<file path="config.mk">
export PLATFORM = sky130hd
export DESIGN_NAME = ccff_chain_loader
export DESIGN_NICKNAME = d
export VERILOG_FILES = /design/src/rtl/ccff_loader_pkg.sv /design/src/rtl/ccff_rb_packer.sv /design/src/rtl/ccff_chain_loader.sv
export SDC_FILE = /design/constraint.sdc
export NUM_CORES = 1
export LEC_CHECK = 0
export ABC_CLOCK_PERIOD_IN_PS = 4300
export CORE_ASPECT_RATIO = 1.5
export CORE_MARGIN = 2
export CORE_UTILIZATION = 58
export CTS_CLUSTER_DIAMETER = 200
export DETAILED_ROUTE_END_ITERATION = 16
export PLACE_DENSITY = 0.85
export RECOVER_POWER = 25
export SETUP_SLACK_MARGIN = 0.3
export SYNTH_ARGS = -nofsm -noshare
export SYNTH_HDL_FRONTEND = slang
export SYNTH_SLANG_ARGS = --single-unit
export TNS_END_PERCENT = 30
</file>
<file path="constraint.sdc">
create_clock -name prog_clk -period 4.3 [get_ports prog_clk]
set_input_delay 0.86 -clock prog_clk [delete_from_list [all_inputs] [get_ports prog_clk]]
set_output_delay 0.86 -clock prog_clk [all_outputs]
set_load 0.05 [all_outputs]
</file>
<file path="src/rtl/ccff_loader_pkg.sv">
// Shared types and helpers for the configuration-chain loader.
package ccff_loader_pkg;

  typedef enum logic [1:0] {
    IDLE  = 2'd0,
    FETCH = 2'd1,
    SHIFT = 2'd2,
    DONE  = 2'd3
  } state_t;

  // Bits actually shifted from the final word of a load (a full word when it divides evenly).
  function automatic int partial_bits(input int chain_len, input int word_w);
    int r;
    r = chain_len % word_w;
    return (r == 0) ? word_w : r;
  endfunction

endpackage

</file>
<file path="src/rtl/ccff_rb_packer.sv">
// Serial-to-parallel packer for bits leaving the chain tail; first bit lands in the word MSB.
module ccff_rb_packer #(
  parameter int WORD_W = 8
) (
  input  logic              clk,
  input  logic              rst,
  input  logic              sample_en,
  input  logic              bit_in,
  input  logic              flush,
  input  logic              clear,
  output logic [WORD_W-1:0] rb_data,
  output logic              rb_valid
);

  localparam int IDX_W = $clog2(WORD_W);

  logic [WORD_W-1:0] shreg;
  logic [IDX_W-1:0]  cnt;
  logic [WORD_W-1:0] packed_word;
  logic [IDX_W-1:0]  shamt;
  logic              word_full;

  assign packed_word = {shreg[WORD_W-2:0], bit_in};
  assign word_full   = (cnt == IDX_W'(WORD_W - 1));
  // A flushed partial word is moved up so its first bit sits in the MSB; low bits stay zero.
  assign shamt       = IDX_W'(WORD_W - 1) - cnt;

  always_ff @(posedge clk) begin
    if (rst) begin
      shreg    <= '0;
      cnt      <= '0;
      rb_data  <= '0;
      rb_valid <= 1'b0;
    end else begin
      rb_valid <= 1'b0;
      if (clear) begin
        shreg <= '0;
        cnt   <= '0;
      end else if (sample_en) begin
        if (word_full || flush) begin
          rb_data  <= packed_word << shamt;
          rb_valid <= 1'b1;
          shreg    <= '0;
          cnt      <= '0;
        end else begin
          shreg <= packed_word;
          cnt   <= cnt + IDX_W'(1);
        end
      end
    end
  end

endmodule

</file>
<file path="src/rtl/ccff_chain_loader.sv">
// Head-end driver for the configuration chain: serializes bitstream words onto ccff_head
// and packs the displaced chain contents from ccff_tail into readback words.
//
// Handshake: a word transfers on cfg_data in any cycle where cfg_valid and cfg_ready are both
// high at the rising edge of prog_clk; cfg_ready never depends on cfg_valid, and the source
// must hold cfg_data stable while cfg_valid is high without a transfer.
module ccff_chain_loader
  import ccff_loader_pkg::*;
#(
  parameter int CHAIN_LEN = 32,
  parameter int WORD_W    = 8
) (
  input  logic              prog_clk,
  input  logic              pReset,
  input  logic              start,
  input  logic              abort,
  input  logic [WORD_W-1:0] cfg_data,
  input  logic              cfg_valid,
  output logic              cfg_ready,
  output logic              ccff_head,
  output logic              chain_clk_en,
  input  logic              ccff_tail,
  output logic [WORD_W-1:0] rb_data,
  output logic              rb_valid,
  output logic              busy,
  output logic              done,
  output logic [1:0]        fsm_state
);

  localparam int CNT_W     = $clog2(CHAIN_LEN + 1);
  localparam int IDX_W     = $clog2(WORD_W);
  localparam int LAST_BITS = partial_bits(CHAIN_LEN, WORD_W);
  localparam bit PARTIAL   = (LAST_BITS != WORD_W);

  state_t            state, state_nxt;
  logic [CNT_W-1:0]  bit_cnt, bit_cnt_nxt;
  logic [IDX_W-1:0]  word_idx, word_idx_nxt;
  logic [WORD_W-1:0] shreg, shreg_nxt;
  logic              last_chain, last_word, abort_hit, flush;

  assign last_chain = (bit_cnt == CNT_W'(CHAIN_LEN - 1));
  assign last_word  = (word_idx == IDX_W'(WORD_W - 1));
  assign fsm_state  = state;

  always_ff @(posedge prog_clk) begin
    if (pReset) begin
      state    <= IDLE;
      bit_cnt  <= '0;
      word_idx <= '0;
      shreg    <= '0;
    end else begin
      state    <= state_nxt;
      bit_cnt  <= bit_cnt_nxt;
      word_idx <= word_idx_nxt;
      shreg    <= shreg_nxt;
    end
  end

  always_comb begin
    state_nxt    = state;
    bit_cnt_nxt  = bit_cnt;
    word_idx_nxt = word_idx;
    shreg_nxt    = shreg;
    cfg_ready    = 1'b0;
    chain_clk_en = 1'b0;
    ccff_head    = 1'b0;
    busy         = 1'b0;
    done         = 1'b0;
    abort_hit    = 1'b0;
    flush        = 1'b0;
    case (state)
      IDLE: begin
        bit_cnt_nxt  = '0;
        word_idx_nxt = '0;
        if (start) state_nxt = FETCH;
      end
      FETCH: begin
        busy = 1'b1;
        if (abort) begin
          abort_hit = 1'b1;
          state_nxt = IDLE;
        end else begin
          cfg_ready = 1'b1;
          if (cfg_valid) begin
            shreg_nxt    = cfg_data;
            word_idx_nxt = '0;
            state_nxt    = SHIFT;
          end
        end
      end
      SHIFT: begin
        busy         = 1'b1;
        chain_clk_en = 1'b1;
        ccff_head    = shreg[WORD_W-1];
        shreg_nxt    = {shreg[WORD_W-2:0], 1'b0};
        bit_cnt_nxt  = bit_cnt + CNT_W'(1);
        word_idx_nxt = word_idx + IDX_W'(1);
        if (abort) begin
          abort_hit = 1'b1;
          state_nxt = IDLE;
        end else if (last_chain) begin
          // Unused low bits of a partial final word are simply never shifted out.
          flush     = PARTIAL;
          state_nxt = DONE;
        end else if (last_word) begin
          cfg_ready    = 1'b1;
          word_idx_nxt = '0;
          if (cfg_valid) shreg_nxt = cfg_data;
          else           state_nxt = FETCH;
        end
      end
      DONE: begin
        done      = 1'b1;
        state_nxt = IDLE;
      end
      default: state_nxt = IDLE;
    endcase
  end

  ccff_rb_packer #(.WORD_W(WORD_W)) u_rb_packer (
    .clk      (prog_clk),
    .rst      (pReset),
    .sample_en(chain_clk_en),
    .bit_in   (ccff_tail),
    .flush    (flush),
    .clear    (abort_hit),
    .rb_data  (rb_data),
    .rb_valid (rb_valid)
  );

endmodule

</file>
==> results of run 1 <==
-- cell families (layout without fill, tap and decap cells) --
family | Yosys count | count (layout) | share of synthesized area
and+or+nand+nor | 91 | 91 | 0.224
adders and majority gates | 10 | 10 | 0.0616
DFF | 38 | 38 | 0.375
AOI/OAI and AO/OA | 48 | 48 | 0.152
muxes | 19 | 19 | 0.126
buffers and inverters | 17 | 43 | 0.0536
xor gates and xnor gates | 2 | 2 | 0.00863
-- tightest hold or removal path, stage by stage, from the launching register on --
cell     delay (ns)
dfxtp_1        0.32
nand2_1        0.05
a21oi_1        0.05
-- registers in the layout (all words and copies together) (netlist names) --
name                  flops
bit_cnt                   6
u_rb_packer.shreg         7
u_rb_packer.rb_valid      1
fsm_state                 2
word_idx                  3
u_rb_packer.cnt           3
shreg                     8
u_rb_packer.rb_data       8
-- per-layer routing --
layer,GRT usage,share of wire,vias to the layer above
met5,0,0,-
met4,0.0821,0.016,0
met3,0.0745,0.044,9
met2,0.395,0.53,27
met1,0.258,0.41,775
li1,-,-,838
-- stage by stage --
stage / utilization / hold WS (ns) / cells
CTS: 0.719 / 0.458 / 293
global placement: 0.678 / 0.440 / 285
detailed placement: 0.678 / 0.446 / 285
finish: 0.719 / 0.455 / 293
global route: 0.719 / 0.474 / 293
floorplan: - / 0.453 / 225
-- report_power, final --
group,switching [mW],total (mW),leakage (nW),internal (mW)
Combinational,0.0586,0.102,0.554,0.0438
Clock,0.135,0.367,0.0683,0.232
Sequential,0.00593,0.365,0.307,0.359
Total,0.199,0.835,0.929,0.636
-- cells in the mapped netlist (3+ instances only) --
| library cell | number | area (µm²) |
|---|---|---|
| dfxtp_1 | 38 | 761 |
| nand3_1 | 5 | 25.0 |
| inv_1 | 3 | 11.3 |
| and2_1 | 3 | 18.8 |
| nor3b_1 | 5 | 37.5 |
| nand2_1 | 21 | 78.8 |
| clkbuf_1 | 6 | 22.5 |
| nor3_1 | 3 | 15.0 |
| o21ai_0 | 6 | 30.0 |
| a21oi_1 | 22 | 110 |
| ha_1 | 10 | 125 |
| mux4_2 | 4 | 90.1 |
| nand2b_1 | 3 | 18.8 |
| nor2_1 | 37 | 139 |
| mux2i_1 | 12 | 120 |
| a211oi_1 | 9 | 67.6 |
-- worst min-delay path by stage --
stage	startpoint	endpoint	slack, ns
6_report	u_rb_packer.rb_data[1]	u_rb_packer.rb_data[1]	0.46
3_3_place_gp	u_rb_packer.rb_data[6]	u_rb_packer.rb_data[6]	0.44
3_5_place_dp	u_rb_packer.rb_data[6]	u_rb_packer.rb_data[6]	0.45
4_1_cts	u_rb_packer.rb_data[3]	u_rb_packer.rb_data[3]	0.46
2_1_floorplan	u_rb_packer.shreg[6]	u_rb_packer.shreg[6]	0.45
5_1_grt	u_rb_packer.rb_data[1]	u_rb_packer.rb_data[1]	0.47
-- layout make-up --
| cell class | count | area, µm² | area share |
|---|---|---|---|
| Clock buffer | 5 | 68.8 | 0.0283 |
| Clock inverter | 3 | 68.8 | 0.0283 |
| Multi-Input combinational cell | 170 | 1160 | 0.477 |
| Sequential cell | 38 | 761 | 0.313 |
| Timing Repair Buffer | 31 | 305 | 0.126 |
| Tap cell | 42 | 52.6 | 0.0216 |
| Inverter | 4 | 15.0 | 0.00618 |
==> results by group, run 1 <==
Cells and area
  – Final instance area: 2430 µm²
  – Most common cell after layout, fill and taps aside: dfxtp_1
  – Most frequent cells in the layout: 38 x dfxtp_1, 37 x nor2_1, 28 x clkdlybuf4s50_1
  – Layout area overhead: 19.7%
  – Fillers: 272
  – N_diodes: 0
  – Share of post-route cells with drive strength above 1: 0.0876
  – Fin nets: 274

Setup path
  – CP max stage delay: 0.83 ns
  – Critical path depth in cells: 3
  – Reg-to-reg startpoint: fsm_state[1]
  – CP startpoint: abort
  – CP cell instances: clkdlybuf4s50_1 > nor3b_1 > clkdlybuf4s50_1
  – Kind of critical path: input pin to primary output
  – Critical Path Fanout Max: 8
  – Setup crit end kind: primary output
  – Crit path to: cfg_ready
  – Buf/Inv on CP: 2
  – Most frequent CP cell: clkdlybuf4s50_1
  – Slowest-stage cell, CP: clkdlybuf4s50_1
  – CP top delay family: buffers and inverters
  – WP data required: 3.44 ns
  – Reg2reg setup slack: 2.16 ns
  – Reg2Reg Capture Point: shreg[4]
  – Register-to-Register Path Depth: 6
  – Worst setup SP type: input pin
  – Arr. time, crit path: 2.45 ns

CTS
  – Post-cts sizing count: 0
  – Depth of the CTS H-tree: 2
  – Setup Buffers After CTS: 0
  – TritonCTS clock tree: built
  – CTS sink count: 38
  – TritonCTS Buffers: 5
  – CTS Hold Bufs: 0
  – Clock Pin Slew Worst Setup and Hold Paths: 0.08 ns
  – Worst-Skew Late Latency: 0.30 ns
  – CTS max path bufs: 2
  – Clock root cell: clkbuf_8

Power and ir drop
  – Leak: 0.929 nW
  – Power per cell area: 343 nW/µm²
  – Worst vdd rail ir drop: 0.000347 V
  – Total power: 835 µW

STA
  – Pins Over Slew Limit: 0
  – Unrepaired setup endpoints after global routing: no
  – Setup TNS: 0 ns
  – Final period util: 0.769
  – Setup Viol. Count Final: 0
  – Hold Vio Cnt, Final: 0
  – Slew Limit Headroom: 0.562
  – Clock skew: 0.00689 ns
  – Final min period: 3.31 ns
  – FMAX: 0.302 GHz
  – Worst setup margin: 0.994 ns
  – Tightest Pin Transition: 0.654 ns

Detailed routing
  – Vias per Instance: 5.63
  – Post-route ant nets: 0
  – WL final: 4120 µm
  – Via count: 1649
  – # DRC: 0
  – Drt pass-1 iters: 4
  – Initial DRC count: 50
  – Routed WL per cell: 14.1 µm

Logic synthesis
  – Synthesized area: 2030 µm²
  – Ys flop type: dfxtp_1
  – Seq cells post-synth: 38
  – Netlist cell types: 45
  – Sequential fraction of the synthesis area: 0.375
  – Syn Nets: 249
  – Warnings from Yosys: 0
  – Asr flop ratio synth: 0
  – Number of flops mapped to enable cells by yosys: 0
  – Avg Cell Area, Syn: 9.03 µm²
  – Mapped Cells: 225

Place
  – Port Buffer Count: 29
  – Placer Congestion: 0.826
  – Setup slack at placement: 0.980 ns
  – Detailed Place HPWL: 2900 µm
  – Area post-placement: 2290 µm²

Floorplan
  – Core area: 3380 µm²
  – Die Height: 76.5 µm
  – Initial core utilization: 0.600
  – Die X-Extent: 52.3 µm
  – Ports: 30
  – Rows: 26
  – Die Area: 4000 µm²

Outcome
  – Status: completed

Global route
  – Antenna violations before repair: 0
  – Maximum number of pins on one net before global-route repair: 29
  – First-pass GRT wire length: 7030 µm
  – GRT Util Overall: 0.231
  – Remaining global-route overflow: 0
  – Vias in the first global route: 1570

Job
  – Max-cap viol count: 0

Worst hold path
  – Hold Path Class: flop to flop
  – WHS Path Cells: 2
No activity file was read; power rests on OpenSTA's default activity.
==> inputs of run 2 (changes only) <==
--- a/config.mk
+++ b/config.mk
@@ -5,13 +5,13 @@
 export SDC_FILE = /design/constraint.sdc
 export NUM_CORES = 1
 export LEC_CHECK = 0
-export ABC_CLOCK_PERIOD_IN_PS = 4300
+export ABC_CLOCK_PERIOD_IN_PS = 3250
 export CORE_ASPECT_RATIO = 1.5
 export CORE_MARGIN = 2
-export CORE_UTILIZATION = 58
+export CORE_UTILIZATION = 54
 export CTS_CLUSTER_DIAMETER = 200
 export DETAILED_ROUTE_END_ITERATION = 16
-export PLACE_DENSITY = 0.85
+export PLACE_DENSITY = 0.8
 export RECOVER_POWER = 25
 export SETUP_SLACK_MARGIN = 0.3
 export SYNTH_ARGS = -nofsm -noshare
==> constraint.sdc (replaced) <==
create_clock -name prog_clk -period 3.25 [get_ports prog_clk]
set_input_delay 0.65 -clock prog_clk [delete_from_list [all_inputs] [get_ports prog_clk]]
set_output_delay 0.65 -clock prog_clk [all_outputs]
set_load 0.05 [all_outputs]
==> run 2 against run 1 <==
Against the previous run:
- hold slack got worse by 0.0012 ns
- die area increased by 6.9%
- via count rose by 1.2%
- clock power is 7.1% lower
- register-to-register slack lost 0.97 ns
- first-iteration DRC count fell by 44%
- largest cell class unchanged
==> results by group, run 2 (same netlist as run 1, synthesis figures left out) <==
Power and ir drop
  – Sequential share of power: 0.503 (was 0.437)
  – Pint: 705 µW (was 636 µW)
  – Switch Pwr: 256 µW (was 199 µW)
  – Leak: 0.912 nW (was 0.929 nW)
  – Comb pwr share: 0.143 (was 0.123)
  – Clock Power Share: 0.355 (was 0.440)
  – Power per cell area: 401 nW/µm² (was 343 nW/µm²)
  – Sw Ratio: 0.267 (was 0.239)
  – Worst vdd rail ir drop: 0.000292 V (was 0.000347 V)

STA
  – Hold Vio Cnt, Final: 0 (unchanged)
  – Unrepaired setup endpoints after global routing: no (unchanged)
  – Tightest Pin Transition: 0.673 ns (was 0.654 ns)
  – FMAX: 0.377 GHz
  – Final period util: 0.816
  – Clock skew: 0.00507 ns (was 0.00689 ns)
  – Setup TNS: 0 ns (unchanged)
  – Slew Limit Headroom: 0.550 (was 0.562)
  – Final min period: 2.65 ns
  – Pins Over Slew Limit: 0 (unchanged)
  – Setup Viol. Count Final: 0 (unchanged)

Floorplan
  – Die Area: 4280 µm² (was 4000 µm²)
  – Die X-Extent: 54.1 µm (was 52.3 µm)
  – Initial core utilization: 0.557 (was 0.600)
  – Core area: 3650 µm² (was 3380 µm²)
  – Die Height: 79.1 µm (was 76.5 µm)
  – Ports: 30 (unchanged)
  – Rows: 27 (was 26)

CTS
  – CTS max path bufs: 2 (unchanged)
  – Worst-Skew Late Latency: 0.29 ns (was 0.30 ns)
  – Setup Buffers After CTS: 0 (unchanged)
  – TritonCTS Buffers: 5 (unchanged)
  – CTS sink count: 38 (unchanged)
  – Depth of the CTS H-tree: 2 (unchanged)
  – Post-cts sizing count: 0 (unchanged)
  – Clock Pin Slew Worst Setup and Hold Paths: 0.08 ns (about the same)
  – TritonCTS clock tree: built (unchanged)
  – CTS Hold Bufs: 0 (unchanged)
  – Clock root cell: clkbuf_8 (unchanged)

Place
  – Port Buffer Count: 29 (unchanged)
  – Area post-placement: 2310 µm² (was 2290 µm²)
  – Placer Congestion: 0.787 (was 0.826)
  – Placed Cells: 286 (was 285)
  – Detailed Place HPWL: 2890 µm (was 2900 µm)

Cells and area
  – N_diodes: 0 (unchanged)
  – Non-filler cells, final: 294 (was 293)
  – Fin nets: 274 (unchanged)
  – Most frequent cells in the layout: 37 x nor2_1, 37 x dfxtp_1, 27 x clkdlybuf4s50_1 (was 38 x dfxtp_1, 37 x nor2_1, 28 x clkdlybuf4s50_1)
  – Final instance area: 2400 µm² (was 2430 µm²)
  – Share of post-route cells with drive strength above 1: 0.104 (was 0.0876)
  – Layout area overhead: 18.1% (was 19.7%)
  – Fillers: 316 (was 272)
  – Top Registers: shreg x8, u_rb_packer.rb_data x8, u_rb_packer.shreg x7 (unchanged)

Detailed routing
  – Routed WL per cell: 13.5 µm (was 14.1 µm)
  – Drt pass-1 iters: 4 (unchanged)
  – Via count: 1668 (was 1649)
  – Vias per Instance: 5.67 (was 5.63)
  – Post-route ant nets: 0 (unchanged)
  – WL final: 3980 µm (was 4120 µm)
  – # DRC: 0 (unchanged)
  – Initial DRC count: 28 (was 50)

Global route
  – GRT Util Overall: 0.203 (was 0.231)
  – First-pass GRT wire length: 6510 µm (was 7030 µm)
  – Vias in the first global route: 1470 (was 1570)
  – Remaining global-route overflow: 0 (unchanged)
  – Antenna violations before repair: 0 (unchanged)
  – Maximum number of pins on one net before global-route repair: 23 (was 29)

Setup path
  – CP startpoint: fsm_state[0] (was abort)
  – Reg-to-reg startpoint: fsm_state[0] (was fsm_state[1])
  – Setup crit end kind: primary output (unchanged)
  – Critical Path Fanout Max: 8 (unchanged)
  – Reg2Reg Capture Point: shreg[5] (was shreg[4])
  – Crit path to: ccff_head (was cfg_ready)
  – Register-to-Register Path Depth: 7 (was 6)
  – Reg2reg setup slack: 1.19 ns (was 2.16 ns)
  – WP data required: 2.60 ns (was 3.44 ns)
  – Kind of critical path: flop to primary output (was input pin to primary output)
  – Arr. time, crit path: 2.00 ns (was 2.45 ns)
  – Worst setup SP type: flop (was input pin)

Worst hold path
  – WHS Path Cells: 2 (unchanged)
  – Hold Path Class: flop to flop (unchanged)

Job
  – Max-cap viol count: 0 (unchanged)

Outcome
  – Status: completed (unchanged)
run 2: worst min-delay path by stage:
stage,slack (ns),startpoint,to
4_1_cts,0.46,u_rb_packer.rb_data[1],u_rb_packer.rb_data[1]
6_report,0.45,u_rb_packer.rb_data[1],u_rb_packer.rb_data[1]
5_1_grt,0.48,u_rb_packer.rb_data[1],u_rb_packer.rb_data[1]
2_1_floorplan,0.45,u_rb_packer.shreg[6],u_rb_packer.shreg[6]
3_3_place_gp,0.44,u_rb_packer.rb_data[1],u_rb_packer.rb_data[1]
3_5_place_dp,0.45,u_rb_packer.rb_data[1],u_rb_packer.rb_data[1]
run 2: final cells by class:
class | count | area (µm²) | area share
flip-flops and latches | 38 | 762 | 0.318
well taps | 43 | 53.8 | 0.0224
clock inverters | 2 | 12.5 | 0.00522
multi-input cells | 170 | 1170 | 0.489
inverters | 4 | 15.0 | 0.00626
clock buffers | 6 | 82.6 | 0.0344
repair buffers | 31 | 299 | 0.125
run 2: through the flow:
step / total power [mW] / setup WS [ns] / hold slack (ns) / utilization
3_5_place_dp: 0.634 / 0.913 / 0.448 / 0.633
6_report: 0.961 / 0.599 / 0.454 / 0.657
2_1_floorplan: 0.594 / 0.420 / 0.453 / -
5_1_grt: 1.00 / 0.532 / 0.481 / 0.657
4_1_cts: 0.971 / 0.591 / 0.457 / 0.659
3_3_place_gp: 0.632 / 0.941 / 0.438 / 0.633
run 2: power by group through the flow:
| stage | logic (mW) | clock network (mW) | registers [mW] |
|---|---|---|---|
| final | 0.137 | 0.341 | 0.483 |
| after global routing | 0.150 | 0.367 | 0.485 |
| after CTS | 0.140 | 0.348 | 0.483 |
| after detailed placement | 0.139 | 0 | 0.494 |
| after global placement | 0.138 | 0 | 0.494 |
| after floorplan | 0.0940 | 0 | 0.500 |
run 2: per-layer routing:
layer | share of wire | up-vias | GRT usage
met2 | 0.51 | 28 | 0.343
met3 | 0.034 | 9 | 0.0357
met4 | 0.019 | 0 | 0.0975
met1 | 0.43 | 783 | 0.238
met5 | 0 | - | 0
li1 | - | 848 | -
run 2: worst max-delay path, stage by stage (launching register included):
cell	delay [ns]
dfxtp_1	0.35
inv_1	0.12
ha_2	0.29
and2_1	0.15
clkdlybuf4s50_1	0.79
==> variant, RTL diff (flow settings as in run 2) <==
`WORD_W` is set to 8 in 2 places; all go to 16.
--- a/src/rtl/ccff_rb_packer.sv
+++ b/src/rtl/ccff_rb_packer.sv
@@ -1,5 +1,5 @@
 // Serial-to-parallel packer for bits leaving the chain tail; first bit lands in the word MSB.
 module ccff_rb_packer #(
-  parameter int WORD_W = 8
+  parameter int WORD_W = 16
 ) (
   input  logic              clk,
--- a/src/rtl/ccff_chain_loader.sv
+++ b/src/rtl/ccff_chain_loader.sv
@@ -9,5 +9,5 @@
 #(
   parameter int CHAIN_LEN = 32,
-  parameter int WORD_W    = 8
+  parameter int WORD_W    = 16
 ) (
   input  logic              prog_clk,
Interface: changed (resized cfg_data and rb_data); port bits go from 30 to 46. The function was not compared with the original's and may differ.
==> variant against run 2 <==
The run now ends with design-rule violations left. Global-route usage increased by 2.8 points. Critical path depth increased by 3. Synthesized area increased by 61%. Combinational power increased by 34%. Design area increased by 61%. Die area increased by 57%. Total power increased by 65%. Non-clock buffer count increased by 21. Routed wire length increased by 89%. Sequential cell count increased by 26. Worst setup slack got worse by 0.069 ns. Critical path type is now register to register. Highest routed layer unchanged.
==> variant: results (changes against run 2) <==
VDD IR max 0.3438 mV (+18%); clk slew on worst S/H paths 0.07 ns; Unique masters post-synth 50 (+11%); number of vias per cell 5.822 (+2.6%); CTS buffer count 9 (+4); Post-synth ARST share 0% (unchanged); all-layer global routing usage 23.12% (+2.8 points); vias in the first global route 2,636 (+79%); antenna violations before repair 0 (unchanged); Antenna Cells 0 (unchanged); failing checks design-rule violations; YS warnings 0 (unchanged); critical path class register to register; Lkg Pwr 1.240 nW (+36%); register area share after synthesis 39.16% (+1.7 points); buffers added on ports 45 (+55%); DR WL/cell 15.22 microns (+12%); worst min path class register to register; # DRC 2 (+2); layout cells sized above 1 9.456% (-0.90 points); top cells by area, synth dfxtp_1 (39%), mux2i_1 (6.1%), nand2_1 (6.1%); CP Max Fanout 25 (+17); Max H-tree Level 3 (+1); CP endpoint bit_cnt[3]; global-route wire length before repair 12,030 microns (+85%); nets 448 (+64%); Reg2Reg Depth 7 (unchanged); dpl cells 479 (+67%); largest net degree at the start of global routing 46 (+100%); CTS Root Cell clkbuf_8; Avg Inst Size Synth 8.454 sq um (-6.3%); dpl hpwl 5211 microns (+80%); hold_buf cts 0 (unchanged); clk_skew 0.009503 ns (+0.004429 ns); syn_nets 417 (+67%); Starting DRT DRC Count 207 (+640%); Worst-Margin Slew 1.069 ns (+0.3956 ns); R2R Setup Slk 0.53 ns (-0.66 ns); status finished, violations left; FF-to-FF Start fsm_state[0]; hold_sp u_rb_packer.rb_data[6]; cts repair resizes 0 (unchanged); Longest Clk Path Bufs 2 (unchanged); DR pass1 iterations 10 (+6); hold path cells 2 (unchanged); clk_lat worst skew 0.35 ns (+0.06 ns); GPL Wtd Cong 0.8600 (+9.3%); Commonest cells post-synth dfxtp_1 (64), nand2_1 (53), a21oi_1 (39); Cell Count, Final, Fillers Out 495 (+68%); leading registers by flop count shreg x16, u_rb_packer.rb_data x16, u_rb_packer.shreg x15; post-CTS setup buffer count 0 (unchanged)
-- variant: worst min path at each step --
stage	end	slack, ns
finish	u_rb_packer.rb_data[6]	0.45
CTS	u_rb_packer.rb_data[6]	0.46
floorplan	shreg[0]	0.44
global placement	u_rb_packer.rb_data[1]	0.44
detailed placement	u_rb_packer.rb_data[6]	0.45
global route	u_rb_packer.rb_data[10]	0.48
-- variant: logic make-up (layout without fill, tap and decap cells) --
family	count (synthesis)	after routing	synth area share [%]
mux	29	29	11.01
fa+ha+maj	8	8	3.059
compound gates	102	102	20.00
buf+inv	40	76	5.927
flops	64	64	39.16
xor+xnor	4	4	1.071
simple gates	140	140	19.77
-- variant: routing by layer --
metal	global-route usage, %	share of wire [%]	up-vias
met5	0	0	-
met4	8.320	1.5	0
met3	4.412	4.5	9
met2	41.70	55	76
met1	26.08	39	1362
li1	-	-	1435
-- variant: critical path, cell delays in order (launching register included) --
cell and delay (ns):
dfxtp_1 0.38, inv_1 0.11, ha_1 0.34, inv_1 0.49, clkbuf_1 0.85, and3_2 0.35
a21oi_1 0.04, nor2_1 0.10
-- variant: cell type report --
cell class	instances	area [sq um]
inverter	8	30.03
multi-input combinational	283	1805
clock buffer	11	131.4
timing repair buffer	52	500.5
fill	470	1956
clock inverter	5	33.78
sequential	64	1281
tap	72	90.09
-- variant: per-stage QoR --
stage               cell area [sq um]  setup WS (ns)
CTS                              3882         0.5719
floorplan                        3283         0.3220
global route                     3872         0.3318
finish                           3872         0.5300
detailed placement               3717         0.7707
global placement                 3717         0.8284
-- variant: report_power, final --
part	internal (mW)	leakage, nW	switching (mW)
Combinational	0.0759	0.644	0.107
Clock	0.275	0.0793	0.311
Sequential	0.802	0.517	0.0105
Total	1.15	1.24	0.429
